$ cat src/rtl/reset_stage_sequencer_if.sv
// ---------------------------------------------------------------------------
// reset_stage_sequencer_if
//
// Bundles the control and status signals of the staged reset sequencer.
// The clock and the asynchronous reset are not part of this interface; they
// stay plain ports on the sequencer.
//
// Signals:
//   SOFT_RESET_REQ  level request to restart the whole release sequence
//   STAGE_ACK       per-stage ready, bit k belongs to stage k
//   STAGE_RESET     per-stage reset, active high, stage 0 released first
//   ALL_RELEASED    every stage released and acknowledged
//   FAULT           sticky acknowledge-timeout flag
//   FAULT_STAGE     index of the stage that timed out
//
// Modports:
//   master  the system side: drives requests/acks, observes the resets
//   slave   the sequencer itself
// ---------------------------------------------------------------------------
interface reset_stage_sequencer_if #(
    parameter int NUM_STAGES = 4
);

    localparam int IDX_W = (NUM_STAGES > 1) ? $clog2(NUM_STAGES) : 1;

    logic                  SOFT_RESET_REQ;
    logic [NUM_STAGES-1:0] STAGE_ACK;
    logic [NUM_STAGES-1:0] STAGE_RESET;
    logic                  ALL_RELEASED;
    logic                  FAULT;
    logic [IDX_W-1:0]      FAULT_STAGE;

    modport master (
        output SOFT_RESET_REQ,
        output STAGE_ACK,
        input  STAGE_RESET,
        input  ALL_RELEASED,
        input  FAULT,
        input  FAULT_STAGE
    );

    modport slave (
        input  SOFT_RESET_REQ,
        input  STAGE_ACK,
        output STAGE_RESET,
        output ALL_RELEASED,
        output FAULT,
        output FAULT_STAGE
    );

endinterface

$ cat src/rtl/reset_stage_sequencer.sv
// ---------------------------------------------------------------------------
// reset_stage_sequencer
//
// Releases a set of per-subsystem resets one at a time, stage 0 first.
// Every release is preceded by a settle delay of D ticks, and the next stage
// only starts its delay once the current stage has acknowledged.  A stage
// that does not acknowledge within T ticks of its release raises a sticky
// fault, re-asserts every stage and parks the sequencer until a soft-reset
// request restarts everything.
//
// Parameters:
//   REF_CLK_RATE_HZ  REF_CLK frequency in Hz
//   NUM_STAGES       number of sequenced reset outputs (1..16)
//   STAGE_DELAY_NS   settle delay before each release
//   ACK_TIMEOUT_NS   acknowledge timeout measured from a stage's release
//
// Ports:
//   REF_CLK       system clock, all logic on its rising edge
//   sync_reset_n  asynchronous, active-low reset
//   seq_bus       reset_stage_sequencer_if.slave:
//                   SOFT_RESET_REQ (in), STAGE_ACK (in),
//                   STAGE_RESET, ALL_RELEASED, FAULT, FAULT_STAGE (out)
//
// All outputs come straight from flops; nothing on the bus inputs reaches
// an output without passing through a register.
// ---------------------------------------------------------------------------
module reset_stage_sequencer #(
    parameter int REF_CLK_RATE_HZ = 50000000,
    parameter int NUM_STAGES      = 4,
    parameter int STAGE_DELAY_NS  = 1000,
    parameter int ACK_TIMEOUT_NS  = 100000
) (
    input  logic                  REF_CLK,
    input  logic                  sync_reset_n,
    reset_stage_sequencer_if.slave seq_bus
);

    localparam int IDX_W = (NUM_STAGES > 1) ? $clog2(NUM_STAGES) : 1;

    // Tick counts are worked out in 64-bit so that large clock rates times
    // long delays cannot overflow before the division; both are clamped to
    // at least one tick.
    localparam longint D_RAW = (longint'(STAGE_DELAY_NS) * longint'(REF_CLK_RATE_HZ))
                               / 64'sd1000000000;
    localparam longint T_RAW = (longint'(ACK_TIMEOUT_NS) * longint'(REF_CLK_RATE_HZ))
                               / 64'sd1000000000;
    localparam longint D_TICKS = (D_RAW < 64'sd1) ? 64'sd1 : D_RAW;
    localparam longint T_TICKS = (T_RAW < 64'sd1) ? 64'sd1 : T_RAW;

    // One counter serves both the settle delay and the ack timeout, so it
    // only has to hold the larger of the two reload values.
    localparam longint MAX_TICKS = (D_TICKS > T_TICKS) ? D_TICKS : T_TICKS;
    localparam int     CNT_W     = (MAX_TICKS > 64'sd1) ? $clog2(MAX_TICKS) : 1;

    localparam logic [CNT_W-1:0] D_LOAD = CNT_W'(D_TICKS - 64'sd1);
    localparam logic [CNT_W-1:0] T_LOAD = CNT_W'(T_TICKS - 64'sd1);

    localparam logic [IDX_W-1:0] LAST_IDX = IDX_W'(NUM_STAGES - 1);

    typedef enum logic [1:0] {
        ST_HOLD     = 2'd0,
        ST_WAIT_ACK = 2'd1,
        ST_RUN      = 2'd2,
        ST_FAULT    = 2'd3
    } state_t;

    state_t                state_q;
    state_t                state_d;
    logic [IDX_W-1:0]      idx_q;
    logic [IDX_W-1:0]      idx_d;
    logic [CNT_W-1:0]      cnt_q;
    logic [CNT_W-1:0]      cnt_d;

    logic [NUM_STAGES-1:0] stage_reset_q;
    logic [NUM_STAGES-1:0] stage_reset_d;
    logic                  all_released_q;
    logic                  all_released_d;
    logic                  fault_q;
    logic                  fault_d;
    logic [IDX_W-1:0]      fault_stage_q;
    logic [IDX_W-1:0]      fault_stage_d;

    logic                  soft_req;
    logic                  cnt_zero;
    logic                  ack_hit;
    logic                  last_stage;

    assign soft_req   = seq_bus.SOFT_RESET_REQ;
    assign cnt_zero   = (cnt_q == '0);
    assign ack_hit    = seq_bus.STAGE_ACK[idx_q];
    assign last_stage = (idx_q == LAST_IDX);

    // -----------------------------------------------------------------------
    // State register.  Also holds the stage index, the shared counter and
    // the registered outputs, so every output is a flop.
    // -----------------------------------------------------------------------
    always_ff @(posedge REF_CLK or negedge sync_reset_n) begin
        if (!sync_reset_n) begin
            state_q        <= ST_HOLD;
            idx_q          <= '0;
            cnt_q          <= D_LOAD;
            stage_reset_q  <= '1;
            all_released_q <= 1'b0;
            fault_q        <= 1'b0;
            fault_stage_q  <= '0;
        end else begin
            state_q        <= state_d;
            idx_q          <= idx_d;
            cnt_q          <= cnt_d;
            stage_reset_q  <= stage_reset_d;
            all_released_q <= all_released_d;
            fault_q        <= fault_d;
            fault_stage_q  <= fault_stage_d;
        end
    end

    // -----------------------------------------------------------------------
    // Next-state logic: state, stage index and counter.
    // A soft-reset request overrides everything and keeps reloading the
    // settle delay, so the first release always comes D edges after the
    // request is first seen low.  The counter only decrements while it is
    // nonzero, so it never wraps.
    // -----------------------------------------------------------------------
    always_comb begin
        state_d = state_q;
        idx_d   = idx_q;
        cnt_d   = cnt_q;

        if (soft_req) begin
            state_d = ST_HOLD;
            idx_d   = '0;
            cnt_d   = D_LOAD;
        end else begin
            case (state_q)
                ST_HOLD: begin
                    if (cnt_zero) begin
                        state_d = ST_WAIT_ACK;
                        cnt_d   = T_LOAD;
                    end else begin
                        cnt_d = cnt_q - CNT_W'(1);
                    end
                end

                // An ack on the same edge as the timeout still counts as an
                // ack, which is why it is tested before the counter.
                ST_WAIT_ACK: begin
                    if (ack_hit) begin
                        if (last_stage) begin
                            state_d = ST_RUN;
                        end else begin
                            state_d = ST_HOLD;
                            idx_d   = idx_q + IDX_W'(1);
                            cnt_d   = D_LOAD;
                        end
                    end else if (cnt_zero) begin
                        state_d = ST_FAULT;
                    end else begin
                        cnt_d = cnt_q - CNT_W'(1);
                    end
                end

                // RUN ignores acks entirely and FAULT waits for a soft reset.
                default: begin
                    state_d = state_q;
                end
            endcase
        end
    end

    // -----------------------------------------------------------------------
    // Output logic: next values of the registered outputs.  Only the stage
    // under the index is ever released, which keeps the released stages a
    // contiguous block starting at stage 0.
    // -----------------------------------------------------------------------
    always_comb begin
        stage_reset_d  = stage_reset_q;
        all_released_d = all_released_q;
        fault_d        = fault_q;
        fault_stage_d  = fault_stage_q;

        if (soft_req) begin
            stage_reset_d  = '1;
            all_released_d = 1'b0;
            fault_d        = 1'b0;
            fault_stage_d  = '0;
        end else begin
            case (state_q)
                ST_HOLD: begin
                    if (cnt_zero) begin
                        stage_reset_d[idx_q] = 1'b0;
                    end
                end

                ST_WAIT_ACK: begin
                    if (ack_hit) begin
                        if (last_stage) begin
                            all_released_d = 1'b1;
                        end
                    end else if (cnt_zero) begin
                        stage_reset_d = '1;
                        fault_d       = 1'b1;
                        fault_stage_d = idx_q;
                    end
                end

                default: begin
                    stage_reset_d = stage_reset_q;
                end
            endcase
        end
    end

    assign seq_bus.STAGE_RESET  = stage_reset_q;
    assign seq_bus.ALL_RELEASED = all_released_q;
    assign seq_bus.FAULT        = fault_q;
    assign seq_bus.FAULT_STAGE  = fault_stage_q;

    // -----------------------------------------------------------------------
    // Structural invariants of the reset vector.
    // Released stages form a block from stage 0 upward: the inverted vector
    // must look like 0..01..1, i.e. adding one to it leaves no common bits.
    // -----------------------------------------------------------------------
    logic [NUM_STAGES-1:0] released_mask;
    assign released_mask = ~stage_reset_q;

    a_release_order : assert property (
        @(posedge REF_CLK) disable iff (!sync_reset_n)
        (released_mask & (released_mask + NUM_STAGES'(1))) == '0
    );

    a_one_release_per_edge : assert property (
        @(posedge REF_CLK) disable iff (!sync_reset_n)
        $countones($past(stage_reset_q) & ~stage_reset_q) <= 1
    );

    a_all_released_means_clear : assert property (
        @(posedge REF_CLK) disable iff (!sync_reset_n)
        all_released_q |-> (stage_reset_q == '0)
    );

    a_fault_means_held : assert property (
        @(posedge REF_CLK) disable iff (!sync_reset_n)
        fault_q |-> (stage_reset_q == '1)
    );

endmodule

$ cat src/flat_wrapper.sv
// flat-port wrapper written by rule: the top's interface ports become plain ports
module reset_stage_sequencer_flat 
#(
    parameter int REF_CLK_RATE_HZ = 50000000,
    parameter int NUM_STAGES      = 4,
    parameter int STAGE_DELAY_NS  = 1000,
    parameter int ACK_TIMEOUT_NS  = 100000
)
  (REF_CLK, sync_reset_n, seq_bus_SOFT_RESET_REQ, seq_bus_STAGE_ACK, seq_bus_STAGE_RESET, seq_bus_ALL_RELEASED, seq_bus_FAULT, seq_bus_FAULT_STAGE);
  reset_stage_sequencer_if #(.NUM_STAGES(NUM_STAGES)) seq_bus_i ();
  input  logic REF_CLK;
  input  logic sync_reset_n;
  input wire logic [$bits(seq_bus_i.SOFT_RESET_REQ)-1:0] seq_bus_SOFT_RESET_REQ;
  input wire logic [$bits(seq_bus_i.STAGE_ACK)-1:0] seq_bus_STAGE_ACK;
  output wire logic [$bits(seq_bus_i.STAGE_RESET)-1:0] seq_bus_STAGE_RESET;
  output wire logic [$bits(seq_bus_i.ALL_RELEASED)-1:0] seq_bus_ALL_RELEASED;
  output wire logic [$bits(seq_bus_i.FAULT)-1:0] seq_bus_FAULT;
  output wire logic [$bits(seq_bus_i.FAULT_STAGE)-1:0] seq_bus_FAULT_STAGE;
  assign seq_bus_i.SOFT_RESET_REQ = seq_bus_SOFT_RESET_REQ;
  assign seq_bus_i.STAGE_ACK = seq_bus_STAGE_ACK;
  assign seq_bus_STAGE_RESET = seq_bus_i.STAGE_RESET;
  assign seq_bus_ALL_RELEASED = seq_bus_i.ALL_RELEASED;
  assign seq_bus_FAULT = seq_bus_i.FAULT;
  assign seq_bus_FAULT_STAGE = seq_bus_i.FAULT_STAGE;
  reset_stage_sequencer #(.REF_CLK_RATE_HZ(REF_CLK_RATE_HZ), .NUM_STAGES(NUM_STAGES), .STAGE_DELAY_NS(STAGE_DELAY_NS), .ACK_TIMEOUT_NS(ACK_TIMEOUT_NS)) u_core (.REF_CLK(REF_CLK), .sync_reset_n(sync_reset_n), .seq_bus(seq_bus_i));
endmodule
$ cat config.mk
export PLATFORM = sky130hd
export DESIGN_NAME = reset_stage_sequencer_flat
export DESIGN_NICKNAME = d
export VERILOG_FILES = /design/src/rtl/reset_stage_sequencer_if.sv /design/src/rtl/reset_stage_sequencer.sv /design/src/flat_wrapper.sv
export SDC_FILE = /design/constraint.sdc
export NUM_CORES = 1
export LEC_CHECK = 0
export ABC_AREA = 1
export CORE_MARGIN = 1
export CORE_UTILIZATION = 56
export CTS_BUF_LIST = sky130_fd_sc_hd__clkbuf_16
export DETAILED_ROUTE_END_ITERATION = 16
export DONT_BUFFER_PORTS = 1
export GPL_TIMING_DRIVEN = 0
export HOLD_SLACK_MARGIN = 0.15
export PLACE_DENSITY = 0.74
export SLEW_MARGIN = 5
export SYNTH_ARGS = -nofsm -noshare
export SYNTH_HDL_FRONTEND = slang
export SYNTH_SLANG_ARGS = --single-unit
$ cat constraint.sdc
create_clock -name REF_CLK -period 1.6 [get_ports REF_CLK]
set_input_delay 0.32 -clock REF_CLK [delete_from_list [all_inputs] [get_ports REF_CLK]]
set_output_delay 0.32 -clock REF_CLK [all_outputs]
set_load 0.05 [all_outputs]
==> reports/results.ini <==
[finish]
final-seq-area_sq_um = 638
multiInputGateArea_sq_um = 993
areaGrowthSynthToFinish_pct = 35.8
final.fill_count = 126
layoutNonFillerInstCount = 282
layout_commonest_cell = nand2_1
diodes = 0
final_cell_mix = 69 x nand2_1, 21 x buf_4, 20 x nand3_1
drive_gt1_frac = 0.357
nNetsFinal = 266

[global_routing]
grt_util_all_layers = 0.281
antenna_found_initial = 0
first_global_vias = 1355
grt_overflow = 0
grt_pass1_wl_mm = 5.91
grt_max_degree = 26

[timing]
final-setup-viol-count = 17
worst_slew_pin_slew_ps = 567
rsz0062_at_grt = true
report.final.hold_viol_count = 0
slew-limit-headroom = 0.622
clock_skew_ps = 3.46
finalWorstSetupSlack_ps = -128
fin_tns_setup_ps = -1350
drv_slew = 0
min_period_over_period = 1.08
clock.fmax_mhz = 579
period_minus_slack_ps = 1730

[synthesis]
synth_edf_count = 0
synth_ff_type = dfrtp_1
async_reset_ff_frac = 1.00
ys_ff_latch = 25
syn_area_per_cell_sq_um = 7.22
synth_warnings = 0
synth-seq-area-share = 0.401
syn_inst = 219
synth_fp_nets = 232
synth_cell_types = 24
syn_area_sq_um = 1580

[cts]
cts_htree_levels = 1
cts_inserted_buffers = 3
clk_pin_slew_ps = 60
clk-insertion-delay-late_ps = 260
clkSinkCount = 25
cts_buffer_depth = 2
cts_tree = yes
cts_root_buf = clkbuf_16

[routing]
vias = 1684
drtIter0Drc = 97
drc_errors = 0
detail_route.wl_per_cell_um = 18.0
ant_nets = 0
routed_via_density = 5.97
drt_first_pass_iters = 4
wl_mm = 5.08

[run_status]
violations = negative setup slack
outcome = complete, but fails checks

[critical_path]
worstSetupEndpointType = flop
rrSetupSlack_ps = -130
startpoint_type = flop
cp_slowest_stage_delay_ps = 410
r2r-end = u_core.cnt_q[7]$_DFFE_PN0P_
timing.rr.start = u_core.cnt_q[7]$_DFFE_PN0P_
cp.required_ps = 1750
timing.critical_path.cells = nor2_2 > nand2_2 > nor2_4 > nand2_4 > inv_4 > nand3_4 > buf_12 > nand2_8 > inv_1 > nand2_1 > o21ai_1
crit_slowest_cell = dfrtp_1
path_max_fanout = 7
r2r_cells = 11
arrival_ps = 1880
path_class = flop to flop

[power_and_ir_drop]
p_sw_mw = 1.43
p_int_mw = 1.81
power_mw = 3.24
powerDensity_nw_per_um2 = 1510
clockPowerShare = 0.173
leakage_nw = 1.04
ir_drop_uv = 1500
comb_power_share = 0.485
swShare = 0.441
seqPwrFrac = 0.342

[hold_path]
hold_path_class = primary input to flop
holdPathEnd = u_core.seq_bus.ALL_RELEASED$_DFFE_PN0P_
hold_start = seq_bus_SOFT_RESET_REQ
hold_depth = 3

[die]
die_x_um = 55.1
core-area_sq_um = 2570
start_util = 0.615
ioPinCount = 15
rows = 18
die_h_um = 55.1
die_area_sq_um = 3040

[placed_design]
io_buffers = 0
place_inst = 249
gp_congestion = 0.895
dp_slack_ps = -146
place_hpwl_mm = 2.49

[run]
maxCapViolations = 0

==> repair_timing <==
item / 4_1_cts / 5_1_grt
resized for setup: 24 / 28
setup endpoints to repair: 19 / 24
buffers inserted: 15 / 13
hold buffers: 1 / 1
hold endpoints to repair: 25 / 18
pin swaps: 11 / 21
cloned: 1 / 0
==> cells in the mapped netlist, types with 2 or more instances <==
cell	n	area, sq um
dfrtp_1	18	450
dfstp_2	7	184
ha_1	6	75.1
inv_1	21	78.8
nand2_1	78	293
nand2_2	5	31.3
nand3_1	25	125
nand4_1	3	18.8
nor2_1	22	82.6
nor2_2	4	25.0
nor2_4	2	22.5
o21ai_0	9	45.0
o21ai_1	5	25.0
xor2_1	4	35.0
==> kinds of logic after synthesis <==
kind of cell | count (synthesis) | share of synthesized area
and+or+nand+nor | 141 | 0.397
buffers and inverters | 25 | 0.0681
DFF | 25 | 0.401
AOI/OAI and AO/OA | 17 | 0.0586
adders and majority gates | 6 | 0.0475
xor gates and xnor gates | 5 | 0.0277
==> stage by stage <==
stage | area [sq um] | hold slack, ps | util
global route | 2150 | 326 | 0.836
CTS | 1950 | 308 | 0.761
detailed placement | 1620 | 25.1 | 0.630
finish | 2150 | 314 | 0.836
floorplan | 1580 | 24.4 | -
global placement | 1620 | 25.1 | 0.630
==> power groups by stage <==
stage,Clock [mW],Combinational (mW),Sequential [mW]
finish,0.561,1.57,1.11
global route,0.587,1.67,1.12
CTS,0.563,1.14,1.08
detailed placement,0,0.886,1.07
global placement,0,0.861,1.06
floorplan,0,0.732,1.04
==> worst max-delay path by stage <==
| stage | slack, ps | endpoint | from | cells after the start |
|---|---|---|---|---|
| floorplan | 20 | u_core.cnt_q[12]$_DFFE_PN0P_ | u_core.cnt_q[0]$_DFFE_PN1P_ | 11 |
| global placement | -110 | u_core.cnt_q[12]$_DFFE_PN0P_ | u_core.cnt_q[0]$_DFFE_PN1P_ | 11 |
| detailed placement | -150 | u_core.cnt_q[2]$_DFFE_PN0P_ | u_core.cnt_q[0]$_DFFE_PN1P_ | 11 |
| CTS | -10 | u_core.seq_bus.FAULT_STAGE[0]$_DFFE_PN0P_ | u_core.cnt_q[10]$_DFFE_PN0P_ | 10 |
| global route | -190 | u_core.cnt_q[12]$_DFFE_PN0P_ | u_core.cnt_q[2]$_DFFE_PN0P_ | 9 |
| finish | -130 | u_core.cnt_q[7]$_DFFE_PN0P_ | u_core.cnt_q[7]$_DFFE_PN0P_ | 11 |
==> metal layers <==
| layer | track usage | wire length, um | up-vias |
|---|---|---|---|
| li1 | - | - | 753 |
| met1 | 0.375 | 2000 | 793 |
| met2 | 0.454 | 2390 | 108 |
| met3 | 0.0410 | 457 | 30 |
| met4 | 0.113 | 236 | 0 |
| met5 | 0 | 0 | - |
==> worst max-delay path: cells and delay by family (launching register included) <==
| family | cells | cell delay [ps] |
|---|---|---|
| flops | 1 | 410 |
| compound gates | 1 | 60 |
| simple gates | 7 | 810 |
| buf+inv | 3 | 330 |
==> sequential cells by signal (all words and copies together), names as in the netlist <==
| register | cells |
|---|---|
| u_core.seq_bus.STAGE_RESET | 4 |
| u_core.seq_bus.ALL_RELEASED | 1 |
| u_core.state_q | 2 |
| u_core.seq_bus.FAULT_STAGE | 2 |
| u_core.seq_bus.FAULT | 1 |
| u_core.idx_q | 2 |
| u_core.cnt_q | 13 |
==> layout make-up <==
type,count,area share
buffer,1,0.00700
sequential,25,0.297
clock inverter,1,0.00233
inverter,24,0.0443
tap,30,0.0175
clock buffer,3,0.0350
multi-input combinational,169,0.463
timing repair buffer,29,0.134
Power figures use the tool's default switching activity.
